### config.mk
export PLATFORM = sky130hd
export DESIGN_NAME = instr_fetch_queue
export DESIGN_NICKNAME = d
export VERILOG_FILES = /design/src/rtl/instr_fetch_queue.sv
export SDC_FILE = /design/constraint.sdc
export NUM_CORES = 1
export LEC_CHECK = 0
export CAP_MARGIN = 20
export CORE_MARGIN = 2
export CORE_UTILIZATION = 50
export DETAILED_ROUTE_END_ITERATION = 12
export DONT_BUFFER_PORTS = 1
export PLACE_DENSITY_LB_ADDON = 0.08
export SLEW_MARGIN = 20
export SYNTH_ARGS = -nofsm -noshare
export SYNTH_HDL_FRONTEND = slang
export SYNTH_SLANG_ARGS = --single-unit
### constraint.sdc
create_clock -name clk -period 23.6 [get_ports clk]
set_input_delay 4.72 -clock clk [delete_from_list [all_inputs] [get_ports clk]]
set_output_delay 4.72 -clock clk [all_outputs]
set_load 0.005 [all_outputs]
### src/rtl/instr_fetch_queue.sv
// instr_fetch_queue: circular buffer between fetch and decode.
// Holds {instr, PC, PC_4} beats, back-pressures fetch when full, and
// discards everything on a branch/jump redirect (flush).
// Optional feature: define IFQ_BYPASS_EN for a 0-cycle empty-queue bypass.
module instr_fetch_queue #(
  parameter int DEPTH = 4
) (
  input  logic                       clk,
  input  logic                       rst,
  input  logic                       in_valid,
  output logic                       in_ready,
  input  logic [31:0]                in_instr,
  input  logic [31:0]                in_PC,
  input  logic [31:0]                in_PC_4,
  input  logic                       flush,
  output logic                       out_valid,
  input  logic                       out_ready,
  output logic [31:0]                out_instr,
  output logic [31:0]                out_PC,
  output logic [31:0]                out_PC_4,
  output logic [$clog2(DEPTH):0]     level
);

  localparam int AW = $clog2(DEPTH);
  localparam int LW = AW + 1;
  localparam logic [31:0] NOP = 32'h00000013;

  logic [95:0]   mem [DEPTH];
  logic [AW-1:0] rd_ptr;
  logic [AW-1:0] wr_ptr;
  logic [95:0]   head_beat;
  logic [95:0]   sel_beat;
  logic          empty;
  logic          bypass;
  logic          push;
  logic          pop;

  assign empty     = (level == '0);
  assign head_beat = mem[rd_ptr];

  // Full is judged on registered level only, so a pop never opens a slot
  // for a push in the same cycle.
  assign in_ready = (level != LW'(DEPTH));

`ifdef IFQ_BYPASS_EN
  // Empty queue forwards the incoming beat straight to decode.
  assign out_valid = (!empty | in_valid) & !flush;
  assign bypass    = empty & in_valid & out_ready & !flush;
  assign sel_beat  = empty ? {in_instr, in_PC, in_PC_4} : head_beat;
`else
  assign out_valid = !empty & !flush;
  assign bypass    = 1'b0;
  assign sel_beat  = head_beat;
`endif

  // A bypassed beat is consumed directly and never enters the buffer.
  assign push = in_valid & in_ready & !flush & !bypass;
  assign pop  = out_valid & out_ready & !empty;

  // Invalid cycles show a NOP and zero addresses so decode never sees stale data.
  always_comb begin
    out_instr = NOP;
    out_PC    = '0;
    out_PC_4  = '0;
    if (out_valid) begin
      out_instr = sel_beat[95:64];
      out_PC    = sel_beat[63:32];
      out_PC_4  = sel_beat[31:0];
    end
  end

  // Storage write; contents need no reset since level gates visibility.
  always_ff @(posedge clk) begin
    if (push) begin
      mem[wr_ptr] <= {in_instr, in_PC, in_PC_4};
    end
  end

  // Pointer and occupancy bookkeeping; flush empties the queue at the edge.
  always_ff @(posedge clk or negedge rst) begin
    if (!rst) begin
      rd_ptr <= '0;
      wr_ptr <= '0;
      level  <= '0;
    end else if (flush) begin
      rd_ptr <= '0;
      wr_ptr <= '0;
      level  <= '0;
    end else begin
      if (push) begin
        wr_ptr <= wr_ptr + AW'(1);
      end
      if (pop) begin
        rd_ptr <= rd_ptr + AW'(1);
      end
      case ({push, pop})
        2'b10:   level <= level + LW'(1);
        2'b01:   level <= level - LW'(1);
        default: level <= level;
      endcase
    end
  end

endmodule
* After elaboration in Yosys (flattened, before gate mapping)
Memory sizes are Yosys's and may differ from the RTL's.
Cells that the tools add are included.
W data, S select, Z words.
** Word-level totals
- Register bits after elaboration :: 7
- Bits in latches :: 0
- RAM bits :: 384
- ROM bits :: 0
- Output and inout bits :: 101
- Logic and storage cells :: 33
- Memories :: 1
** Operators by class
- Add/sub/neg operators :: 4
- $mul :: 0
- Div/mod/pow operators :: 0
- Magnitude comparators :: 0
- Equal/unequal tests :: 3
- Shift operators :: 0
- Multiplexer cells :: 11
- Bitwise gates (word level) :: 5
- Reduce and logical (&&, ||, !) cells :: 6
** Memories
- mem :: words 4, bits a word 96, read ports 1, clocked after memory_dff 0, wr ports 1, RTL line 28 : logic [95:0] mem [DEPTH];
** Operators by type and width (count)
- $mux W32 :: 3
- $mux W2 :: 4
- $pmux W3 S2 :: 1
- $and A1 B1 Y1 :: 5
- $add A2 B1 Y2 const B :: 2
- $reduce_bool A2 Y1 :: 2
- $add A3 B1 Y3 const B :: 1
- $logic_not A3 Y1 :: 1
- $mux W3 :: 1
- $ne A3 B3 Y1 const B :: 1
- $reduce_bool A3 Y1 :: 1
- $sub A3 B1 Y3 const B :: 1
- $eq A2 B1 Y1 const B :: 1
- $eq A2 B2 Y1 const B :: 1
- $logic_not A1 Y1 :: 2
- $mux W1 :: 2

* Longest topological paths before layout
- Depth after elaboration :: 8
- Gate-level depth with buffers :: 9
- Gate-level depth less buffers :: 8

* Worst setup path after synthesis
No wires, ideal clock.
- Kind :: input -> register
- From :: input port in_valid
- To :: memory mem[0][0], enable pin
- Library setup time :: 0.688 ns
- Data arrival time :: 12.179 ns
- Data required time :: 22.912 ns
- Setup slack :: 10.733 ns
- Cell stages on the path :: 3
- Cell sequence :: clkbuf_1 nand2_1 nor3b_1
** On the way
- Longest elaborated chain between the ends :: 4
** Ends and longest elaborated chain
- start: declaration :: RTL line 10 : input logic in_valid,
- $and A1 B1 Y1 (2 in series) :: RTL line 57 : assign push = in_valid & in_ready & !flush & !bypass;
- $mux W1 :: RTL line 74 : if (push) begin
- $mux W1 (implied by the code) :: RTL line 75 : mem[wr_ptr] <= {in_instr, in_PC, in_PC_4};
- end: declaration :: RTL line 28
Every way passes these cells.

* Worst setup path in the final report
- From :: input port flush
- To :: output port out_instr[23]
** On the way
- Longest elaborated chain between the ends :: 3
** Ends and longest elaborated chain
- start: declaration :: RTL line 15 : input logic flush,
- $logic_not A1 Y1 :: RTL line 51 : assign out_valid = !empty & !flush;
- $and A1 B1 Y1 :: RTL line 51
- $mux W32 :: RTL line 65 : if (out_valid) begin
- end: declaration :: RTL line 18 : output logic [31:0] out_instr,
Every way passes these cells.

==> summary.md <==
| Metric | Value |
|---|---|
| Status | `finished, final reports clean` |
| Post-synthesis compound-gate area fraction | `0.007655` |
| Sw Ratio | `0.1997` |
| Layout Skew | `0.01297 ns` |
| Post-CTS Setup Bufs | `0` |
| Initial antenna violation count | `0` |
| Gr ovfl total | `0` |
| Post-CTS Hold Fix Bufs | `0` |
| Clk Latency, worst-skew pair | `0.52 ns` |
| Placer Congestion | `0.7575` |
| Core area | `29,640 um2` |
| Vias per std cell | `5.768` |
| Reg power frac | `0.553` |
| Crit Path Max Fanout | `49` |
| Syn_nets | `782` |
| Die area | `31,480 um2` |
| Final Hold Vio Count | `0` |
| Pre-antenna DRT Iters | `4` |
| Worst endpoint required time | `18.88 ns` |
| GRT Resource Usage Total | `0.1749` |
| Crit Path Class | `in2out` |
| Max VDD drop | `0.00007004 V` |
| Warning count from the yosys run | `0` |
| Main area contributors after synthesis | `edfxtp_1, mux4_2, and2_1` |
| Worst R2R Setup Slack | `20.29 ns` |
| Antenna Cells | `0` |
| Largest stage delay, worst path | `0.71 ns` |
| Initial DRC Count | `277` |
| Synth Area in Adders | `0.004660` |
| Drt wl/cell | `24.31 um` |
| Simple-Gate Fraction of Synth Area | `0.04926` |
| Post-Route Utilization | `0.5602` |
| CP Data Arrival Time | `6.23 ns` |
| Synthesized cell area | `15,040 um2` |
| Final Net Count | `798` |
| Share of the synthesized area in the top cell type | `0.7668` |
| First-pass GRT wire length | `41.07 mm` |
| Vias | `6,397` |
| Worst-path clk slew | `0.05 ns` |
| Slew headroom | `0.3548` |
| Largest net degree at the start of global routing | `56` |
| Syn Inst Count | `676` |
| Pint | `1145 uW` |
| P_sw | `285.7 uW` |
| Measured slew at the worst slew-check pin | `0.9655 ns` |
| Post-DP Area | `15,460 um2` |
| CTS tree | `yes` |
| Type of origin of the critical path | `input pin` |
| H-tree depth | `2` |
| Post-Layout Cell Count | `1,109` |
| Number of CTS-inserted buffers | `40` |
| Max Slew Vio Count | `0` |
| Port Buffer Count | `0` |
| I/O Pins | `202` |
| Initial core utilization | `0.5073` |
| Total Routed Length | `26.96 mm` |
| Max Cap Viol | `0` |
| # DRC | `0` |
| Quantity of gates resized following cts | `0` |
| XOR/XNOR Fraction of Synth Area | `0.001165` |
| Seq/Total Area, Yosys | `0.7785` |
| Tmin final | `10.95 ns` |
| Clock sink count | `391` |
| Clock Power Share | `0.383` |
| Final Cycle Share | `0.4639` |
| Combinational family with the most area after synthesis | `multiplexers` |
| Unique masters post-synth | `33` |
| Layout area overhead | `10.41%` |
| Crit. End Element | `output port` |
| Worst path bufs/invs | `1` |
| DRT antenna net count | `0` |
| Area leader, netlist | `edfxtp_1` |
| Layout cells sized above 1 | `0.2309` |
| Critical-path top delay cell | `nor2_4` |
| Crit path max-delay family | `simple AND/OR/NAND/NOR gates` |
| Max Root-Sink Buffers | `3` |
| Final HPWL DP | `15.39 mm` |
| RSZ-0062 raised after global routing | `no` |
| Final instance area | `16,600 um2` |
| Power share of the combinational group | `0.064` |
| LEAKAGE | `0.005113 uW` |
| Endpoints failing setup | `0` |
| Vias in the first global route | `7,077` |
| FF+latch count, synth | `391` |
| Row count | `63` |
| Fin Setup TNS | `0 ns` |
| Post-Place Cells | `1,040` |
| FMAX | `91.34 MHz` |
| CP cell instances | `nor2_4 -> buf_4 -> and2_1` |
| Chip Height | `177.4 um` |
| CTS root buf | `clkbuf_16` |
| Multiplexer area fraction after synthesis | `0.1445` |
| Commonest non-fill, non-tap cell in the layout | `edfxtp_1` |
| Most frequent cells in the layout | `edfxtp_1, mux4_2, and2_1` |
| Die width | `177.4 um` |
| Hold Crit Class | `reg2reg` |
| Syn_area_per_cell | `22.24 um2` |
| Power density over the cells | `86.16 nW/um2` |
| Layout fillers | `2,273` |
## worst paths after layout
path,startpoint,to,cells after the start
min in group asynchronous,rst,wr_ptr[0],0
max in group asynchronous,rst,rd_ptr[1],0
worst min register to register,wr_ptr[1],wr_ptr[1],2
worst max-delay path,flush,out_instr[23],3
worst min-delay path,wr_ptr[1],wr_ptr[1],2
worst max register to register,level[0],level[1],8
## cells by family (layout without fill, tap and decap cells)
| family | Yosys count | after routing |
|---|---|---|
| buffers and inverters | 44 | 87 |
| XOR/XNOR | 2 | 2 |
| flip-flops | 391 | 391 |
| multiplexers | 97 | 97 |
| adder cells (fa/ha/maj) | 5 | 5 |
| AO/OA/AOI/OAI | 17 | 17 |
| AND/OR/NAND/NOR | 120 | 120 |
## flip-flops by register name, summed over array words and instances, names as in the netlist
name and count:
level 3, wr_ptr 2, mem 384, rd_ptr 2
## worst register-to-register path: cells and delay by family (launching register included)
kind	cells	cell delay [ns]
adders and majority gates	1	0.19
DFF	1	0.66
buffers and inverters	1	0.51
and+or+nand+nor	4	1.25
AOI/OAI and AO/OA	2	0.55
## final cells by class
| class | instances | area [um2] | area share |
|---|---|---|---|
| clock inverter | 18 | 80.08 | 0.004823 |
| sequential | 391 | 11710 | 0.7056 |
| multi-input combinational | 241 | 3144 | 0.1894 |
| clock buffer | 51 | 1064 | 0.06406 |
| timing repair buffer | 12 | 90.09 | 0.005426 |
| inverter | 6 | 22.52 | 0.001357 |
| tap | 390 | 488.0 | 0.02939 |
## cell usage after synthesis (all sizes together)
master,instances
edfxtp,384
mux4,96
and2,93
clkbuf,20
buf,18
dfrtp,7
inv,6
nand3,6
nor3b,5
o21ai,5
ha,4
nor2,4
a21oi,3
nand2,3
or3,3
nand2b,2
o311ai,2
xor2,2
a2111oi,1
a41oi,1
and3,1
fa,1
mux2,1
nand4b,1
nor3,1
nor4b,1
o211a,1
o21a,1
o22ai,1
o31ai,1
o41ai,1
## through the flow
step	hold slack (ns)	worst slack, ns	total power [uW]
6_report	0.6278	12.65	1430
3_3_place_gp	0.5672	12.62	898.2
5_1_grt	0.6433	12.46	1482
2_1_floorplan	0.5575	10.73	883.6
3_5_place_dp	0.6070	12.55	900.8
4_1_cts	0.6157	12.55	1452
## layer usage
metal / vias up / share of wire / global-route usage
li1: 2777 / - / -
met1: 3364 / 0.36 / 0.1997
met2: 211 / 0.52 / 0.3057
met3: 45 / 0.097 / 0.06769
met4: 0 / 0.019 / 0.05055
met5: - / 0 / 0
## power by group through the flow
stage | clock, uW | combinational, uW | sequential [uW]
floorplan | 0 | 79.0 | 805
global placement | 0 | 93.3 | 805
detailed placement | 0 | 94.4 | 806
CTS | 565 | 94.9 | 792
global route | 588 | 101 | 793
finish | 547 | 91.3 | 792
Power figures use the tool's default switching activity.
